`src/rtl/fifo_pkg.sv`:
```
// Shared types and helpers for the sync_fifo_gen2 family.
package fifo_pkg;

    // Read-side presentation mode.
    typedef enum logic {
        FIFO_STD  = 1'b0,
        FIFO_FWFT = 1'b1
    } fifo_mode_e;

    // Occupancy flags, decoded from the count.
    typedef struct packed {
        logic full;
        logic empty;
        logic almostfull;
        logic almostempty;
    } fifo_flags_t;

    localparam fifo_flags_t FIFO_FLAGS_RST = '{
        full:        1'b0,
        empty:       1'b1,
        almostfull:  1'b0,
        almostempty: 1'b0
    };

    // Width of a counter that must hold 0..depth inclusive.
    function automatic int unsigned fifo_cnt_w(input int unsigned depth);
        return $clog2(depth + 1);
    endfunction

endpackage

```
`src/rtl/sync_fifo_gen2_if.sv`:
```
// Producer/consumer bus of sync_fifo_gen2.
interface sync_fifo_gen2_if
    import fifo_pkg::*;
#(
    parameter int unsigned FIFO_WIDTH = 16,
    parameter int unsigned CNT_W      = fifo_cnt_w(8)
);
    logic [FIFO_WIDTH-1:0] data_in;
    logic                  wr_en;
    logic                  rd_en;
    logic [FIFO_WIDTH-1:0] data_out;
    logic                  wr_ack;
    logic                  overflow;
    logic                  underflow;
    logic                  full;
    logic                  empty;
    logic                  almostfull;
    logic                  almostempty;
    logic [CNT_W-1:0]      count;

    // Producer/consumer side.
    modport master (
        output data_in, wr_en, rd_en,
        input  data_out, wr_ack, overflow, underflow,
        input  full, empty, almostfull, almostempty, count
    );

    // FIFO side.
    modport slave (
        input  data_in, wr_en, rd_en,
        output data_out, wr_ack, overflow, underflow,
        output full, empty, almostfull, almostempty, count
    );
endinterface

```
`src/rtl/fifo_mem.sv`:
```
// 1-write/1-read storage array: synchronous write, combinational read, no reset.
module fifo_mem #(
    parameter  int unsigned WIDTH = 16,
    parameter  int unsigned DEPTH = 8,
    localparam int unsigned AW    = (DEPTH > 1) ? $clog2(DEPTH) : 1
) (
    input  logic             clk,
    input  logic             we,
    input  logic [AW-1:0]    waddr,
    input  logic [WIDTH-1:0] wdata,
    input  logic [AW-1:0]    raddr,
    output logic [WIDTH-1:0] rdata_c
);
    logic [WIDTH-1:0] mem [DEPTH];

    // Write port.
    always_ff @(posedge clk) begin
        if (we) begin
            mem[waddr] <= wdata;
        end
    end

    assign rdata_c = mem[raddr];
endmodule

```
`src/rtl/sync_fifo_gen2.sv`:
```
// Parametrised single-clock FIFO: arbitrary depth, thresholds, count, STD/FWFT read.
// Optional feature macro: FIFO_FLUSH_EN adds a synchronous flush input.
module sync_fifo_gen2
    import fifo_pkg::*;
#(
    parameter int unsigned FIFO_WIDTH = 16,
    parameter int unsigned FIFO_DEPTH = 8,
    parameter int unsigned AF_THRESH  = FIFO_DEPTH - 1,
    parameter int unsigned AE_THRESH  = 1,
    parameter fifo_mode_e  MODE       = FIFO_STD
) (
    input logic clk,
    input logic rst_n,
`ifdef FIFO_FLUSH_EN
    input logic flush,
`endif
    sync_fifo_gen2_if.slave bus
);
    localparam int unsigned AW = (FIFO_DEPTH > 1) ? $clog2(FIFO_DEPTH) : 1;
    localparam int unsigned CW = fifo_cnt_w(FIFO_DEPTH);

    // Elaboration-time parameter legality.
    if (FIFO_WIDTH < 1) begin : g_bad_width
        $error("sync_fifo_gen2: FIFO_WIDTH must be >= 1");
    end
    if (FIFO_DEPTH < 2) begin : g_bad_depth
        $error("sync_fifo_gen2: FIFO_DEPTH must be >= 2");
    end
    if (AF_THRESH < 1 || AF_THRESH > FIFO_DEPTH - 1) begin : g_bad_af
        $error("sync_fifo_gen2: AF_THRESH must be in 1..FIFO_DEPTH-1");
    end
    if (AE_THRESH < 1 || AE_THRESH > FIFO_DEPTH - 1) begin : g_bad_ae
        $error("sync_fifo_gen2: AE_THRESH must be in 1..FIFO_DEPTH-1");
    end

    logic [AW-1:0]         wr_ptr;
    logic [AW-1:0]         rd_ptr;
    logic [CW-1:0]         count;
    fifo_flags_t           flags;
    logic                  wr_ack;
    logic                  overflow;
    logic                  underflow;
    logic [FIFO_WIDTH-1:0] rdata_c;

    logic                  clear_c;
    logic                  wr_acc_c;
    logic                  rd_acc_c;
    logic [CW-1:0]         count_nxt_c;
    fifo_flags_t           flags_nxt_c;

`ifdef FIFO_FLUSH_EN
    assign clear_c = flush;
`else
    assign clear_c = 1'b0;
`endif

    // Pointer advance with explicit wrap at the last entry.
    function automatic logic [AW-1:0] ptr_inc(input logic [AW-1:0] p);
        return (p == AW'(FIFO_DEPTH - 1)) ? '0 : p + AW'(1);
    endfunction

    // Accept decisions, next occupancy and its flag decode.
    always_comb begin
        wr_acc_c    = bus.wr_en && !flags.full  && !clear_c;
        rd_acc_c    = bus.rd_en && !flags.empty && !clear_c;
        count_nxt_c = count;
        if (clear_c) begin
            count_nxt_c = '0;
        end else if (wr_acc_c && !rd_acc_c) begin
            count_nxt_c = count + CW'(1);
        end else if (rd_acc_c && !wr_acc_c) begin
            count_nxt_c = count - CW'(1);
        end
        flags_nxt_c             = FIFO_FLAGS_RST;
        flags_nxt_c.full        = (count_nxt_c == CW'(FIFO_DEPTH));
        flags_nxt_c.empty       = (count_nxt_c == '0);
        flags_nxt_c.almostfull  = (count_nxt_c >= CW'(AF_THRESH)) && !flags_nxt_c.full;
        flags_nxt_c.almostempty = (count_nxt_c != '0) && (count_nxt_c <= CW'(AE_THRESH));
    end

    // Pointers, occupancy, flags and one-shot handshake status.
    always_ff @(posedge clk or negedge rst_n) begin
        if (!rst_n) begin
            wr_ptr    <= '0;
            rd_ptr    <= '0;
            count     <= '0;
            flags     <= FIFO_FLAGS_RST;
            wr_ack    <= 1'b0;
            overflow  <= 1'b0;
            underflow <= 1'b0;
        end else begin
            if (clear_c) begin
                wr_ptr <= '0;
                rd_ptr <= '0;
            end else begin
                if (wr_acc_c) wr_ptr <= ptr_inc(wr_ptr);
                if (rd_acc_c) rd_ptr <= ptr_inc(rd_ptr);
            end
            count     <= count_nxt_c;
            flags     <= flags_nxt_c;
            wr_ack    <= wr_acc_c;
            overflow  <= bus.wr_en && flags.full  && !clear_c;
            underflow <= bus.rd_en && flags.empty && !clear_c;
        end
    end

    fifo_mem #(
        .WIDTH (FIFO_WIDTH),
        .DEPTH (FIFO_DEPTH)
    ) u_mem (
        .clk     (clk),
        .we      (wr_acc_c),
        .waddr   (wr_ptr),
        .wdata   (bus.data_in),
        .raddr   (rd_ptr),
        .rdata_c (rdata_c)
    );

    if (MODE == FIFO_FWFT) begin : g_fwft
        // Head word presented directly; forced to zero while empty so reset reads 0.
        assign bus.data_out = flags.empty ? '0 : rdata_c;
    end else begin : g_std
        logic [FIFO_WIDTH-1:0] dout_q;

        // Output register loads the head on an accepted read, otherwise holds.
        always_ff @(posedge clk or negedge rst_n) begin
            if (!rst_n) begin
                dout_q <= '0;
            end else if (rd_acc_c) begin
                dout_q <= rdata_c;
            end
        end

        assign bus.data_out = dout_q;
    end

    assign bus.wr_ack      = wr_ack;
    assign bus.overflow    = overflow;
    assign bus.underflow   = underflow;
    assign bus.full        = flags.full;
    assign bus.empty       = flags.empty;
    assign bus.almostfull  = flags.almostfull;
    assign bus.almostempty = flags.almostempty;
    assign bus.count       = count;
endmodule

```
`src/flat_wrapper.sv`:
```
// flat-port wrapper written by rule: the top's interface ports become plain ports
module sync_fifo_gen2_flat import fifo_pkg::*;
#(
    parameter int unsigned FIFO_WIDTH = 16,
    parameter int unsigned FIFO_DEPTH = 8,
    parameter int unsigned AF_THRESH  = FIFO_DEPTH - 1,
    parameter int unsigned AE_THRESH  = 1,
    parameter fifo_mode_e  MODE       = FIFO_STD
)
  (clk, rst_n, bus_data_in, bus_wr_en, bus_rd_en, bus_data_out, bus_wr_ack, bus_overflow, bus_underflow, bus_full, bus_empty, bus_almostfull, bus_almostempty, bus_count);
  sync_fifo_gen2_if #(.FIFO_WIDTH(FIFO_WIDTH), .CNT_W(fifo_cnt_w(8))) bus_i ();
  input logic clk;
  input logic rst_n;
  input wire logic [$bits(bus_i.data_in)-1:0] bus_data_in;
  input wire logic [$bits(bus_i.wr_en)-1:0] bus_wr_en;
  input wire logic [$bits(bus_i.rd_en)-1:0] bus_rd_en;
  output wire logic [$bits(bus_i.data_out)-1:0] bus_data_out;
  output wire logic [$bits(bus_i.wr_ack)-1:0] bus_wr_ack;
  output wire logic [$bits(bus_i.overflow)-1:0] bus_overflow;
  output wire logic [$bits(bus_i.underflow)-1:0] bus_underflow;
  output wire logic [$bits(bus_i.full)-1:0] bus_full;
  output wire logic [$bits(bus_i.empty)-1:0] bus_empty;
  output wire logic [$bits(bus_i.almostfull)-1:0] bus_almostfull;
  output wire logic [$bits(bus_i.almostempty)-1:0] bus_almostempty;
  output wire logic [$bits(bus_i.count)-1:0] bus_count;
  assign bus_i.data_in = bus_data_in;
  assign bus_i.wr_en = bus_wr_en;
  assign bus_i.rd_en = bus_rd_en;
  assign bus_data_out = bus_i.data_out;
  assign bus_wr_ack = bus_i.wr_ack;
  assign bus_overflow = bus_i.overflow;
  assign bus_underflow = bus_i.underflow;
  assign bus_full = bus_i.full;
  assign bus_empty = bus_i.empty;
  assign bus_almostfull = bus_i.almostfull;
  assign bus_almostempty = bus_i.almostempty;
  assign bus_count = bus_i.count;
  sync_fifo_gen2 #(.FIFO_WIDTH(FIFO_WIDTH), .FIFO_DEPTH(FIFO_DEPTH), .AF_THRESH(AF_THRESH), .AE_THRESH(AE_THRESH), .MODE(MODE)) u_core (.clk(clk), .rst_n(rst_n), .bus(bus_i));
endmodule
```
`config.mk`:
```
export PLATFORM = sky130hd
export DESIGN_NAME = sync_fifo_gen2_flat
export DESIGN_NICKNAME = d
export VERILOG_FILES = /design/src/rtl/fifo_pkg.sv /design/src/rtl/sync_fifo_gen2_if.sv /design/src/rtl/fifo_mem.sv /design/src/rtl/sync_fifo_gen2.sv /design/src/flat_wrapper.sv
export SDC_FILE = /design/constraint.sdc
export NUM_CORES = 1
export LEC_CHECK = 0
export BUFFER_PORTS_ARGS = -buffer_cell sky130_fd_sc_hd__buf_4
export CAP_MARGIN = 20
export CORE_MARGIN = 2
export CORE_UTILIZATION = 54
export CTS_CLUSTER_SIZE = 12
export DETAILED_ROUTE_END_ITERATION = 8
export PLACE_DENSITY = 0.86
export SYNTH_ARGS = -nofsm -noshare
export SYNTH_HDL_FRONTEND = slang
export SYNTH_SLANG_ARGS = --single-unit
```
`constraint.sdc`:
```
create_clock -name clk -period 2.6 [get_ports clk]
set_clock_uncertainty 0.2 [all_clocks]
set_input_delay 0.26 -clock clk [delete_from_list [all_inputs] [get_ports clk]]
set_output_delay 0.26 -clock clk [all_outputs]
set_load 0.02 [all_outputs]
```
* Word level (Yosys, flattened, before mapping)
Memory sizes are Yosys's and may differ from the RTL's. A register that Yosys moved wholly into a read port is not among the register bits. Index checks and enable logic that the tools add are counted.
Storage, ports and cells: flip-flop bits (word level) 17, RAM bits 128, bits of input ports 20, memories 1
Cells by class: add/sub/neg operators 4, $lt $le $gt $ge 2, equality and inequality tests 3, mux-type cells 6, reductions and logical operators 16
Memory list:
- u_core.u_mem.mem | depth 8, bits a word 16, rd ports 1, clocked after Yosys merged registers in 1, write ports 1, line fifo_mem.sv:14 | logic [WIDTH-1:0] mem [DEPTH];
Operator list (count):
- 1-bit logical AND | 8
- 4-bit two-way mux | 2
- 3-bit by 1-bit adder with 3-bit output, second input constant | 2
- 3-bit == test, second input constant | 2
- 1-bit zero test | 6
- 3-bit two-way mux | 2
- 4-bit by 1-bit adder with 4-bit output, second input constant | 1
- 4-bit == test, second input constant | 1
- 4-bit by 3-bit greater-or-equal comparator with 1-bit output, second input constant | 1
- 4-bit by 1-bit less-or-equal comparator with 1-bit output, second input constant | 1
- 4-bit zero test | 1
- 4-bit nonzero test | 1
- 4-bit by 1-bit subtractor with 4-bit output, second input constant | 1
- 1-bit two-way mux | 2

* Logic depth before layout (Yosys ltp)
word-level depth 9, depth in mapped cells 9

* Hierarchy
From an unflattened synthesis, not the netlist that was laid out.
Unflattened totals: cells, all modules 347, area total of the unflattened synthesis 6466.2 µm²
Modules (own cells, without submodules):
- fifo_mem | instances 1, cells each 198, area an instance 4973.5 µm²
- sync_fifo_gen2 | instances 1, cells each 149, area an instance 1492.7 µm²

* Worst setup path before layout
Ideal clock, no wire load.
kind register -> register, start point register u_core.flags, in the netlist u_core.bus.full, end point memory u_core.u_mem.mem[0][0] (enable), arrival time 2.336 ns, required time 1.970 ns, path slack -0.367 ns, stages on the path, launching flop included 4, path buffers 1, clock period less this slack 2.967 ns, cells stage by stage dfrtp_1 nand2b_1 buf_6 nor4_1
On the way: word-level cells in the longest chain between the ends 4
RTL lines:
- start, declared | line sync_fifo_gen2.sv:39 | fifo_flags_t flags;
- start signal, assigned | line sync_fifo_gen2.sv:100 | flags <= flags_nxt_c;
- 1-bit zero test | line sync_fifo_gen2.sv:64 | wr_acc_c = bus.wr_en && !flags.full && !clear_c;
- 1-bit logical AND | line sync_fifo_gen2.sv:64
- 1-bit two-way mux | line fifo_mem.sv:18 | if (we) begin
- 1-bit two-way mux (not written as such) | line fifo_mem.sv:19 | mem[waddr] <= wdata;
- end, declared | line fifo_mem.sv:14
Every way passes these cells.

==> qor.csv <==
metric,value,unit
rsz0062_at_grt,false,
grt_pass1_wl,19700,um
crit_fanout,18,
placed_cell_area,6890,um^2
num_vias,3334,
p_sw,2.72,mW
finalPower,8.84,mW
place_congestion,0.748,
synth_top_area_frac,0.612,
async_flop_share,0.205,
synth_seq_cells,161,
synth_top_cell_by_area,edfxtp_1,
drv_slew,0,
p_int,6.12,mW
die_y,112,um
reg2reg_depth,4,
cts_tree,done,
synth_cell_type_count,39,
synth_edf_count,128,
hold_violations,0,
cts.clk_slew.worst_paths,0.06,ns
path_cells,buf_12 -> mux4_2 -> mux2i_1 -> o21ai_1,
cp.depth,4,
final_nets,438,
status,completed,
tightest_slew,0.500,ns
htreeDepth,4,
syn-instance-count,328,
worst_path_dominant_cell_family,multiplexers,
antenna_found_initial,0,
antenna_left,0,
drt-wirelength-per-cell,22.4,um
ys_seq_area_frac,0.743,
cpPeakStageDelay,0.62,ns
slew_headroom,0.667,
clock_latency,0.41,ns
cellPowerDensity,1150,nW/um^2
drive_above_1_share,0.346,
synth_area,6280,um^2
fin_crit_sh,0.801,
drtPass1Iterations,4,
io_buffers,46,
slowest_stage,dfrtp_2,
initialDrtViolationCount,270,
fmax,480,MHz
totalWireLength,12800,um
synth_nets,354,
dieArea,12500,um^2
clockBufferDepth,2,
fin_setup_tns,0,ns
dp_hpwl,6600,um
p_leak,2.81,nW
numClockSinks,161,
post_cts_buffers,0,
layout_common_cells,"edfxtp_1 (128), buf_4 (61), mux4_2 (32)",
start_util,0.553,
clkPwrFrac,0.298,
row_count,39,
via_per_inst,5.87,
final_common_cell,edfxtp_1,
crit_required,2.66,ns
grt_start_max_net_pins,35,
period_needed,2.08,ns
die_width,112,um
crit_buf_inv,1,
coreArea,11400,um^2
switching_share,0.307,
worstSetupPathType,reg -> reg,
setup.worst_path.end_class,flop,
drc,0,
yosys_most_used_dff,edfxtp_1,
clock-root-buffer,clkbuf_16,
hp-class,in -> async,
pwr-share-comb,0.291,
final_area,7710,um^2
p_seq_frac,0.411,
grt_pass1_vias,3545,
netlist_top_cells_area,"edfxtp_1 (61%), dfrtp_1 (13%), mux4_2 (11%), mux2i_1 (2.5%), nand2_1 (1.9%)",
io_pins,47,
ys_warn_count,0,
track_usage,0.219,
setup_viol,0,
cp-start-kind,flop,
vdd_ir_drop_max,0.909,mV
drv_cap,0,
grt_overflow,0,
cts_inserted_buffers,17,
n_antenna_cell,0,
syn_to_final_growth,22.7,%
cp.arrival,2.14,ns
syn_area_per_cell,19.2,um^2
worst reg2reg max path, stage by stage (launching register included):
cell     delay [ns]
dfrtp_2        0.62
buf_12         0.25
mux4_2         0.53
mux2i_1        0.19
o21ai_1        0.14
through the flow:
step                worst slack (ns)  instances  hold slack [ns]  utilization
floorplan                     0.0558        328           -0.236            -
global placement               0.669        517           0.0518        0.606
detailed placement             0.626        517           0.0554        0.606
CTS                            0.480        568            0.151        0.678
global route                   0.445        568            0.184        0.678
finish                         0.517        568            0.160        0.678
path summary, 6_finish.rpt:
kind                                        startpoint                     end  slack (ns)
worst max-delay path                  u_core.rd_ptr[0]  u_core.bus.data_out[4]        0.52
min in group clk                u_core.bus.data_out[2]  u_core.bus.data_out[2]        0.29
worst max register to register        u_core.rd_ptr[0]  u_core.bus.data_out[4]        0.52
max in group asynchronous                        rst_n        u_core.bus.empty        1.68
worst min-delay path                             rst_n     u_core.bus.count[0]        0.16
worst min register to register  u_core.bus.data_out[2]  u_core.bus.data_out[2]        0.29
cell usage after synthesis (all sizes together) (2+ instances only):
cell type  instances
nor2               3
xnor2              2
a21o               2
and2               2
nand2b             4
mux4              32
nor3              10
nand3              2
clkbuf             8
mux2i             16
nand2             31
ha                 6
o21ai             18
nand3b             2
edfxtp           128
o211ai             2
or3                3
inv                6
buf                8
dfrtp             32
repair_timing:
item | CTS | global route
resized for setup | 0 | 0
setup endpoints to repair | 0 | 0
hold buffers | 19 | 0
hold endpoints to repair | 163 | 0
per-layer routing:
layer  share of wire  up-vias  wire length (um)  track usage
met4           0.015        0               194       0.0765
met1            0.39     1732              5030        0.260
met2            0.54      118              6940        0.382
met3           0.046       24               587       0.0670
li1                -     1460                 -            -
met5               0        -                 0            0
power by group through the flow:
stage	logic [mW]	registers, mW	clock network (mW)
global placement	2.41	3.63	0
floorplan	1.57	3.75	0
CTS	2.59	3.63	2.67
detailed placement	2.50	3.66	0
global route	2.74	3.68	2.78
finish	2.57	3.63	2.64
area by class of cell:
cell class	count	area (um^2)
multi-input combinational	145	1530
tap	143	179
sequential	161	4670
inverter	6	25.0
fill	700	3660
timing repair buffer	81	668
clock inverter	14	203
clock buffer	18	429
cells by family (layout without fill, tap and decap cells):
family | after synthesis | count (layout) | share of synthesized area
flip-flops | 161 | 161 | 0.743
AND/OR/NAND/NOR | 63 | 63 | 0.0540
multiplexers | 48 | 48 | 0.140
AO/OA/AOI/OAI | 25 | 25 | 0.0255
buffers and inverters | 22 | 119 | 0.0183
adder cells (fa/ha/maj) | 7 | 7 | 0.0137
XOR/XNOR | 2 | 2 | 0.00518
state kept, by name (all words and copies together), names as in the netlist:
| name | flops |
|---|---|
| u_core.bus.wr_ack | 1 |
| u_core.rd_ptr | 3 |
| u_core.bus.underflow | 1 |
| u_core.bus.data_out | 16 |
| u_core.u_mem.mem | 128 |
| u_core.bus.empty | 1 |
| u_core.wr_ptr | 3 |
| u_core.bus.full | 1 |
| u_core.bus.almostempty | 1 |
| u_core.bus.almostfull | 1 |
| u_core.bus.overflow | 1 |
| u_core.bus.count | 4 |
Note: power is estimated with default switching activity, not from simulation.
